<file path="src/rtl/idct16_mac_pkg.sv">
// Shared constants, FSM state type and the round/saturate helper for the
// 16-point inverse DCT multiply-accumulate datapath.
package idct16_mac_pkg;

    localparam int N    = 16;
    localparam int CW   = 18;
    localparam int XW   = 15;
    localparam int RW   = 16;
    localparam int FRAC = 14;
    localparam int AW   = 38;

    typedef enum logic [1:0] {
        LOAD = 2'd0,
        CALC = 2'd1,
        EMIT = 2'd2
    } state_e;

    localparam logic signed [AW-1:0] RND_HALF = 38'sd8192;
    localparam logic signed [AW-1:0] SAT_HI   = 38'sd16383;
    localparam logic signed [AW-1:0] SAT_LO   = -38'sd16384;

    // Round half-up to the sample grid, then clamp into the XW-bit range.
    function automatic logic signed [XW-1:0] round_sat(input logic signed [AW-1:0] acc);
        logic signed [AW-1:0] shifted;
        logic signed [XW-1:0] res;
        shifted = (acc + RND_HALF) >>> FRAC;
        if (shifted > SAT_HI) begin
            res = SAT_HI[XW-1:0];
        end else if (shifted < SAT_LO) begin
            res = SAT_LO[XW-1:0];
        end else begin
            res = shifted[XW-1:0];
        end
        return res;
    endfunction

endpackage

</file>
<file path="src/rtl/idct16_mac_if.sv">
// Coefficient-in / sample-out handshake bundle for the inverse DCT block.
interface idct16_mac_if;
    import idct16_mac_pkg::*;

    logic                 in_valid;
    logic                 in_ready;
    logic signed [CW-1:0] in_data;
    logic                 out_valid;
    logic                 out_ready;
    logic signed [XW-1:0] out_data;
    logic                 out_last;
    logic                 done;

    modport master (
        output in_valid, in_data, out_ready,
        input  in_ready, out_valid, out_data, out_last, done
    );

    modport slave (
        input  in_valid, in_data, out_ready,
        output in_ready, out_valid, out_data, out_last, done
    );

endinterface

</file>
<file path="src/rtl/idct16_mac_cos_rom.sv">
// Cosine basis ROM: a_k * cos((2n+1)k*pi/32) in signed Q1.14, folded from a
// 17-entry quarter-wave table of round(2^14*sqrt(1/8)*cos(m*pi/32)).
module idct_cos_rom
    import idct16_mac_pkg::*;
(
    input  logic [3:0]           n,
    input  logic [3:0]           k,
    output logic signed [RW-1:0] coef
);

    logic [8:0]           prod_s;
    logic [5:0]           m_s;
    logic [5:0]           fold_s;
    logic                 neg_s;
    logic signed [RW-1:0] mag_s;

    // Reduce the phase modulo 2*pi and fold it into the first quadrant.
    always_comb begin
        prod_s = {4'd0, n, 1'b1} * {5'd0, k};
        m_s    = prod_s[5:0];
        if (m_s <= 6'd16) begin
            fold_s = m_s;
            neg_s  = 1'b0;
        end else if (m_s <= 6'd32) begin
            fold_s = 6'd32 - m_s;
            neg_s  = 1'b1;
        end else if (m_s <= 6'd48) begin
            fold_s = m_s - 6'd32;
            neg_s  = 1'b1;
        end else begin
            fold_s = 6'd0 - m_s;
            neg_s  = 1'b0;
        end
    end

    // Quarter-wave magnitude table.
    always_comb begin
        case (fold_s[4:0])
            5'd0:    mag_s = 16'sd5793;
            5'd1:    mag_s = 16'sd5765;
            5'd2:    mag_s = 16'sd5681;
            5'd3:    mag_s = 16'sd5543;
            5'd4:    mag_s = 16'sd5352;
            5'd5:    mag_s = 16'sd5109;
            5'd6:    mag_s = 16'sd4816;
            5'd7:    mag_s = 16'sd4478;
            5'd8:    mag_s = 16'sd4096;
            5'd9:    mag_s = 16'sd3675;
            5'd10:   mag_s = 16'sd3218;
            5'd11:   mag_s = 16'sd2731;
            5'd12:   mag_s = 16'sd2217;
            5'd13:   mag_s = 16'sd1682;
            5'd14:   mag_s = 16'sd1130;
            5'd15:   mag_s = 16'sd568;
            default: mag_s = 16'sd0;
        endcase
    end

    // DC column uses the smaller a_0 weight and is constant across n.
    always_comb begin
        if (k == 4'd0) begin
            coef = 16'sd4096;
        end else if (neg_s) begin
            coef = -mag_s;
        end else begin
            coef = mag_s;
        end
    end

endmodule

</file>
<file path="src/rtl/idct16_mac.sv">
// 16-point inverse DCT-II: loads 16 coefficients, then computes each output
// sample with 16 serial MAC steps against the cosine ROM.
module idct16_mac
    import idct16_mac_pkg::*;
(
    input  logic        clk,
    input  logic        rst,
    idct16_mac_if.slave bus
);

    state_e               state_q, state_d;
    logic [3:0]           k_q, k_d;
    logic [3:0]           n_q, n_d;
    logic signed [AW-1:0] acc_q, acc_d;
    logic signed [CW-1:0] coef_q [N];
    logic signed [CW-1:0] coef_d [N];
    logic                 in_ready_q, in_ready_d;
    logic                 out_valid_q, out_valid_d;
    logic                 out_last_q, out_last_d;
    logic                 done_q, done_d;
    logic signed [XW-1:0] out_data_q, out_data_d;

    logic signed [RW-1:0]    rom_s;
    logic signed [CW+RW-1:0] prod_s;
    logic signed [AW-1:0]    mac_s;

    idct_cos_rom u_rom (
        .n    (n_q),
        .k    (k_q),
        .coef (rom_s)
    );

    // One multiply-accumulate step for the current (n, k) pair.
    always_comb begin
        prod_s = coef_q[k_q] * rom_s;
        mac_s  = acc_q + {{(AW-CW-RW){prod_s[CW+RW-1]}}, prod_s};
    end

    // Next-state logic for the LOAD/CALC/EMIT sequencer and its outputs.
    always_comb begin
        state_d     = state_q;
        k_d         = k_q;
        n_d         = n_q;
        acc_d       = acc_q;
        coef_d      = coef_q;
        in_ready_d  = in_ready_q;
        out_valid_d = out_valid_q;
        out_last_d  = out_last_q;
        out_data_d  = out_data_q;
        done_d      = 1'b0;
        case (state_q)
            LOAD: begin
                if (bus.in_valid && in_ready_q) begin
                    coef_d[k_q] = bus.in_data;
                    if (k_q == 4'd15) begin
                        k_d        = 4'd0;
                        in_ready_d = 1'b0;
                        state_d    = CALC;
                    end else begin
                        k_d = k_q + 4'd1;
                    end
                end else begin
                    k_d = k_q;
                end
            end
            CALC: begin
                acc_d = mac_s;
                if (k_q == 4'd15) begin
                    // Result is captured here so out_data is a plain register in EMIT.
                    k_d         = 4'd0;
                    out_valid_d = 1'b1;
                    out_last_d  = (n_q == 4'd15);
                    out_data_d  = round_sat(mac_s);
                    state_d     = EMIT;
                end else begin
                    k_d = k_q + 4'd1;
                end
            end
            EMIT: begin
                if (bus.out_ready) begin
                    acc_d       = {AW{1'b0}};
                    k_d         = 4'd0;
                    out_valid_d = 1'b0;
                    out_last_d  = 1'b0;
                    if (n_q == 4'd15) begin
                        n_d        = 4'd0;
                        in_ready_d = 1'b1;
                        done_d     = 1'b1;
                        state_d    = LOAD;
                    end else begin
                        n_d     = n_q + 4'd1;
                        state_d = CALC;
                    end
                end else begin
                    acc_d = acc_q;
                end
            end
            default: begin
                state_d     = LOAD;
                k_d         = 4'd0;
                n_d         = 4'd0;
                acc_d       = {AW{1'b0}};
                in_ready_d  = 1'b1;
                out_valid_d = 1'b0;
                out_last_d  = 1'b0;
            end
        endcase
    end

    // State, coefficient file and output registers with synchronous reset.
    always_ff @(posedge clk) begin
        if (rst) begin
            state_q     <= LOAD;
            k_q         <= 4'd0;
            n_q         <= 4'd0;
            acc_q       <= {AW{1'b0}};
            in_ready_q  <= 1'b1;
            out_valid_q <= 1'b0;
            out_last_q  <= 1'b0;
            done_q      <= 1'b0;
            out_data_q  <= {XW{1'b0}};
            for (int i = 0; i < N; i++) begin
                coef_q[i] <= {CW{1'b0}};
            end
        end else begin
            state_q     <= state_d;
            k_q         <= k_d;
            n_q         <= n_d;
            acc_q       <= acc_d;
            in_ready_q  <= in_ready_d;
            out_valid_q <= out_valid_d;
            out_last_q  <= out_last_d;
            done_q      <= done_d;
            out_data_q  <= out_data_d;
            coef_q      <= coef_d;
        end
    end

    assign bus.in_ready  = in_ready_q;
    assign bus.out_valid = out_valid_q;
    assign bus.out_last  = out_last_q;
    assign bus.out_data  = out_data_q;
    assign bus.done      = done_q;

endmodule

</file>
<file path="src/flat_wrapper.sv">
// flat-port wrapper written by rule: the top's interface ports become plain ports
module idct16_mac_flat import idct16_mac_pkg::*;
  (clk, rst, bus_in_valid, bus_in_data, bus_out_ready, bus_in_ready, bus_out_valid, bus_out_data, bus_out_last, bus_done);
  idct16_mac_if bus_i ();
  input  logic clk;
  input  logic rst;
  input wire logic [$bits(bus_i.in_valid)-1:0] bus_in_valid;
  input wire logic [$bits(bus_i.in_data)-1:0] bus_in_data;
  input wire logic [$bits(bus_i.out_ready)-1:0] bus_out_ready;
  output wire logic [$bits(bus_i.in_ready)-1:0] bus_in_ready;
  output wire logic [$bits(bus_i.out_valid)-1:0] bus_out_valid;
  output wire logic [$bits(bus_i.out_data)-1:0] bus_out_data;
  output wire logic [$bits(bus_i.out_last)-1:0] bus_out_last;
  output wire logic [$bits(bus_i.done)-1:0] bus_done;
  assign bus_i.in_valid = bus_in_valid;
  assign bus_i.in_data = bus_in_data;
  assign bus_i.out_ready = bus_out_ready;
  assign bus_in_ready = bus_i.in_ready;
  assign bus_out_valid = bus_i.out_valid;
  assign bus_out_data = bus_i.out_data;
  assign bus_out_last = bus_i.out_last;
  assign bus_done = bus_i.done;
  idct16_mac u_core (.clk(clk), .rst(rst), .bus(bus_i));
endmodule
</file>
<file path="config.mk">
export PLATFORM = sky130hd
export DESIGN_NAME = idct16_mac_flat
export DESIGN_NICKNAME = d
export VERILOG_FILES = /design/src/rtl/idct16_mac_pkg.sv /design/src/rtl/idct16_mac_if.sv /design/src/rtl/idct16_mac_cos_rom.sv /design/src/rtl/idct16_mac.sv /design/src/flat_wrapper.sv
export SDC_FILE = /design/constraint.sdc
export NUM_CORES = 2
export LEC_CHECK = 0
export BUFFER_PORTS_ARGS = -buffer_cell sky130_fd_sc_hd__buf_2
export CAP_MARGIN = 40
export CORE_MARGIN = 2
export CORE_UTILIZATION = 40
export CTS_CLUSTER_DIAMETER = 150
export CTS_CLUSTER_SIZE = 16
export DETAILED_ROUTE_END_ITERATION = 7
export GPL_ROUTABILITY_DRIVEN = 0
export MAX_ROUTING_LAYER = met4
export SYNTH_ARGS = -nofsm -noshare
export SYNTH_HDL_FRONTEND = slang
export SYNTH_SLANG_ARGS = --single-unit
</file>
<file path="constraint.sdc">
create_clock -name clk -period 36.4 [get_ports clk]
set_input_delay 1.82 -clock clk [delete_from_list [all_inputs] [get_ports clk]]
set_output_delay 1.82 -clock clk [all_outputs]
set_load 0.005 [all_outputs]
</file>
==> results.json <==
{
  "crit_path_start_kind": "flip-flop",
  "cp_max_fo": 47,
  "vdd_drop_max_uv": 39.20,
  "wl_per_cell_um": 18.62,
  "postCtsSetupRepairBufs": 0,
  "cp_num_buf_inv": 6,
  "tightest_slew_ps": 931.1,
  "fin_crit_sh_pct": 43.21,
  "floorplan.initialDensity_pct": 40.24,
  "p_total_uw": 918.6,
  "critPathArrivalTime_ps": 16170,
  "setup_viol": 0,
  "cts.sinks": 355,
  "synth_top_area_cell": "dfxtp_1",
  "slew_headroom_pct": 37.92,
  "synthesis.nets": 4061,
  "htree_levels": 1,
  "use_met3_pct": 2.109,
  "cap_violations": 0,
  "critPathTopFamily": "adder cells",
  "clockRootBuffer": "clkbuf_16",
  "fin_crit_ps": 15730,
  "multi_input_area_sq_mm": 0.02044,
  "ys_warn_count": 0,
  "clkTransAtPathRegs_ps": 80,
  "synth_top_cell_area_share_pct": 23.80,
  "leakage_uw": 0.01275,
  "fin_worst_skew_ps": 60.71,
  "grt_pass1_vias": 24210,
  "status": "complete, no violations",
  "ys_ff_latch": 355,
  "place_ws_ps": 20790,
  "drtIter0Drc": 1704,
  "num_vias": 24100,
  "clk_path_buf_depth": 3,
  "drive_gt1_share_pct": 8.093,
  "worst_path_most_repeated_cell": "fa_1",
  "finalSetupTns_ps": 0,
  "groute.usage.overall_pct": 22.34,
  "synthTopCellsByCount": "nand2_1, a21oi_1, inv_1",
  "synth_enable_flop_cells": 0,
  "regArea_sq_mm": 0.007117,
  "cts_tree": "yes",
  "yosys.cell_count.top_type": "nand2_1",
  "ys.flop_type": "dfxtp_1",
  "die_h_um": 277.2,
  "firstDrtPassIters": 5,
  "numCtsBuffers": 26,
  "fp.dieArea_sq_mm": 0.07684,
  "syn_avg_cell_area_sq_um": 8.293,
  "ant_nets": 0,
  "timing.fmax_ghz": 0.06357,
  "rows": 100,
  "area_growth_pct": 6.341,
  "grt-ovfl-total": 0,
  "rsz0062_at_grt": "no",
  "worstSetupPathType": "reg2reg",
  "die_w_um": 277.2,
  "final-max-slew-violation-count": 0,
  "grt_first_pass_wirelength_um": 134000,
  "cts_resized": 0,
  "grt_max_degree": 121,
  "synth.area.top_cells": "dfxtp_1, fa_1, nand2_1",
  "synth_seq_area_share_pct": 23.80,
  "fin_util_pct": 42.79,
  "coreArea_sq_mm": 0.07420,
  "place_hpwl_um": 60880,
  "hold_buffers": 0,
  "clkLatencyLatePin_ps": 600,
  "fin_nets": 3957,
  "cpPeakStageDelay_ps": 930,
  "route.detailed.drc": 0,
  "antenna_found_initial": 1,
  "cp_slowest_cell": "dfxtp_2",
  "grt_use_met2_pct": 37.86,
  "crit_required_ps": 36840,
  "gr-max-usage-layer": "met2",
  "port_buffers": 40,
  "power_density_mw_per_mm2": 28.93,
  "async_flop_share_pct": 0,
  "hold_path.class": "reg2reg",
  "syn_inst": 3600,
  "met1_usage_pct": 28.50,
  "drt-total-wl_um": 83180,
  "ys_types": 93,
  "n_fill_cell": 7413,
  "finalHoldViolCount": 0,
  "viasPerCell": 5.395,
  "io_pins": 41,
  "cp-end-kind": "flip-flop",
  "synth_area_sq_mm": 0.02985,
  "finalWorstSetupSlack_ps": 20670
}
==> layout by cell type (no fill, tap or decap), types with 8 or more instances in the layout <==
master and count:
a211oi_1 11, a21o_1 18, a21oi_1 387, a22oi_1 34, a31oi_1 14, and2_1 46, and3_1 17, and4_1 10
buf_2 39, buf_4 37, buf_8 20, clkbuf_16 27, dfxtp_1 351, fa_1 296, ha_1 143, inv_1 372
mux2_2 21, mux2i_1 20, mux4_2 74, nand2_1 779, nand2b_1 47, nand3_1 37, nand4_1 16, nor2_1 247
nor2b_1 8, nor3_1 65, o211ai_1 8, o21a_1 16, o21ai_0 45, o21ai_1 20, o21bai_1 27, o32ai_2 10
or2_2 14, or3_1 8, xnor2_1 76, xor2_1 22
==> cell families after synthesis <==
kind of cell               share of synthesized area [%]
AOI/OAI and AO/OA                                  13.59
xor gates and xnor gates                           3.005
adders and majority gates                          25.84
buffers and inverters                              7.820
DFF                                                23.80
muxes                                              7.083
and+or+nand+nor                                    18.86
==> flip-flops by register name, indices dropped and copies added (netlist names) <==
| signal | cells |
|---|---|
| u_core.bus.done | 1 |
| u_core.acc_q | 38 |
| u_core.coef_q | 288 |
| u_core.bus.out_data | 15 |
| u_core.k_q | 4 |
| u_core.bus.out_last | 1 |
| u_core.bus.out_valid | 1 |
| u_core.state_q | 2 |
| u_core.n_q | 4 |
| u_core.bus.in_ready | 1 |
==> per-stage QoR <==
step           hold slack, ps  cell area [sq um]  instances
4_1_cts                 453.4              31750       4466
3_5_place_dp            443.1              31050       4437
2_1_floorplan           433.1              29850       3600
3_3_place_gp            438.3              30660       4411
6_report                451.8              31750       4467
5_1_grt                 469.2              31750       4467
==> cell type report <==
cell class | count | area share, %
multi-input combinational | 2637 | 64.39
sequential | 355 | 22.42
inverter | 373 | 4.410
tap | 969 | 3.819
timing repair buffer | 103 | 2.763
clock buffer | 28 | 2.140
clock inverter | 1 | 0.05123
antenna | 1 | 0.007882
==> report_power, final <==
part           leakage, uW  internal [uW]  total (uW)  switching [uW]
Sequential         0.00286            391         396            4.24
Clock             0.000341            131         272             140
Combinational      0.00955           89.4         251             162
Total               0.0128            612         919             306
==> path summary, 6_finish.rpt <==
kind,start,to,slack [ps],cells past startpoint
worst max-delay path,u_core.k_q[3]$_SDFFE_PP0P_,u_core.bus.out_data[1]$_SDFFE_PP0P_,20670,55
worst min-delay path,u_core.coef_q[246]$_SDFFE_PP0P_,u_core.coef_q[246]$_SDFFE_PP0P_,450,2
worst max register to register,u_core.k_q[3]$_SDFFE_PP0P_,u_core.bus.out_data[1]$_SDFFE_PP0P_,20670,55
worst min register to register,u_core.coef_q[246]$_SDFFE_PP0P_,u_core.coef_q[246]$_SDFFE_PP0P_,450,2
==> metal layers <==
metal	up-vias	wire length, um
met4	0	2518
li1	11540	-
met2	574	40730
met5	-	0
met3	153	3682
met1	11830	36250
==> worst register-to-register path, delay by kind of cell, from the launching register on <==
kind,cells,cell delay (ps)
flops,1,930
xor+xnor,4,1010
fa+ha+maj,13,5700
compound gates,17,4410
buf+inv,6,510
simple gates,15,3050
(Power assumes the default switching activity.)
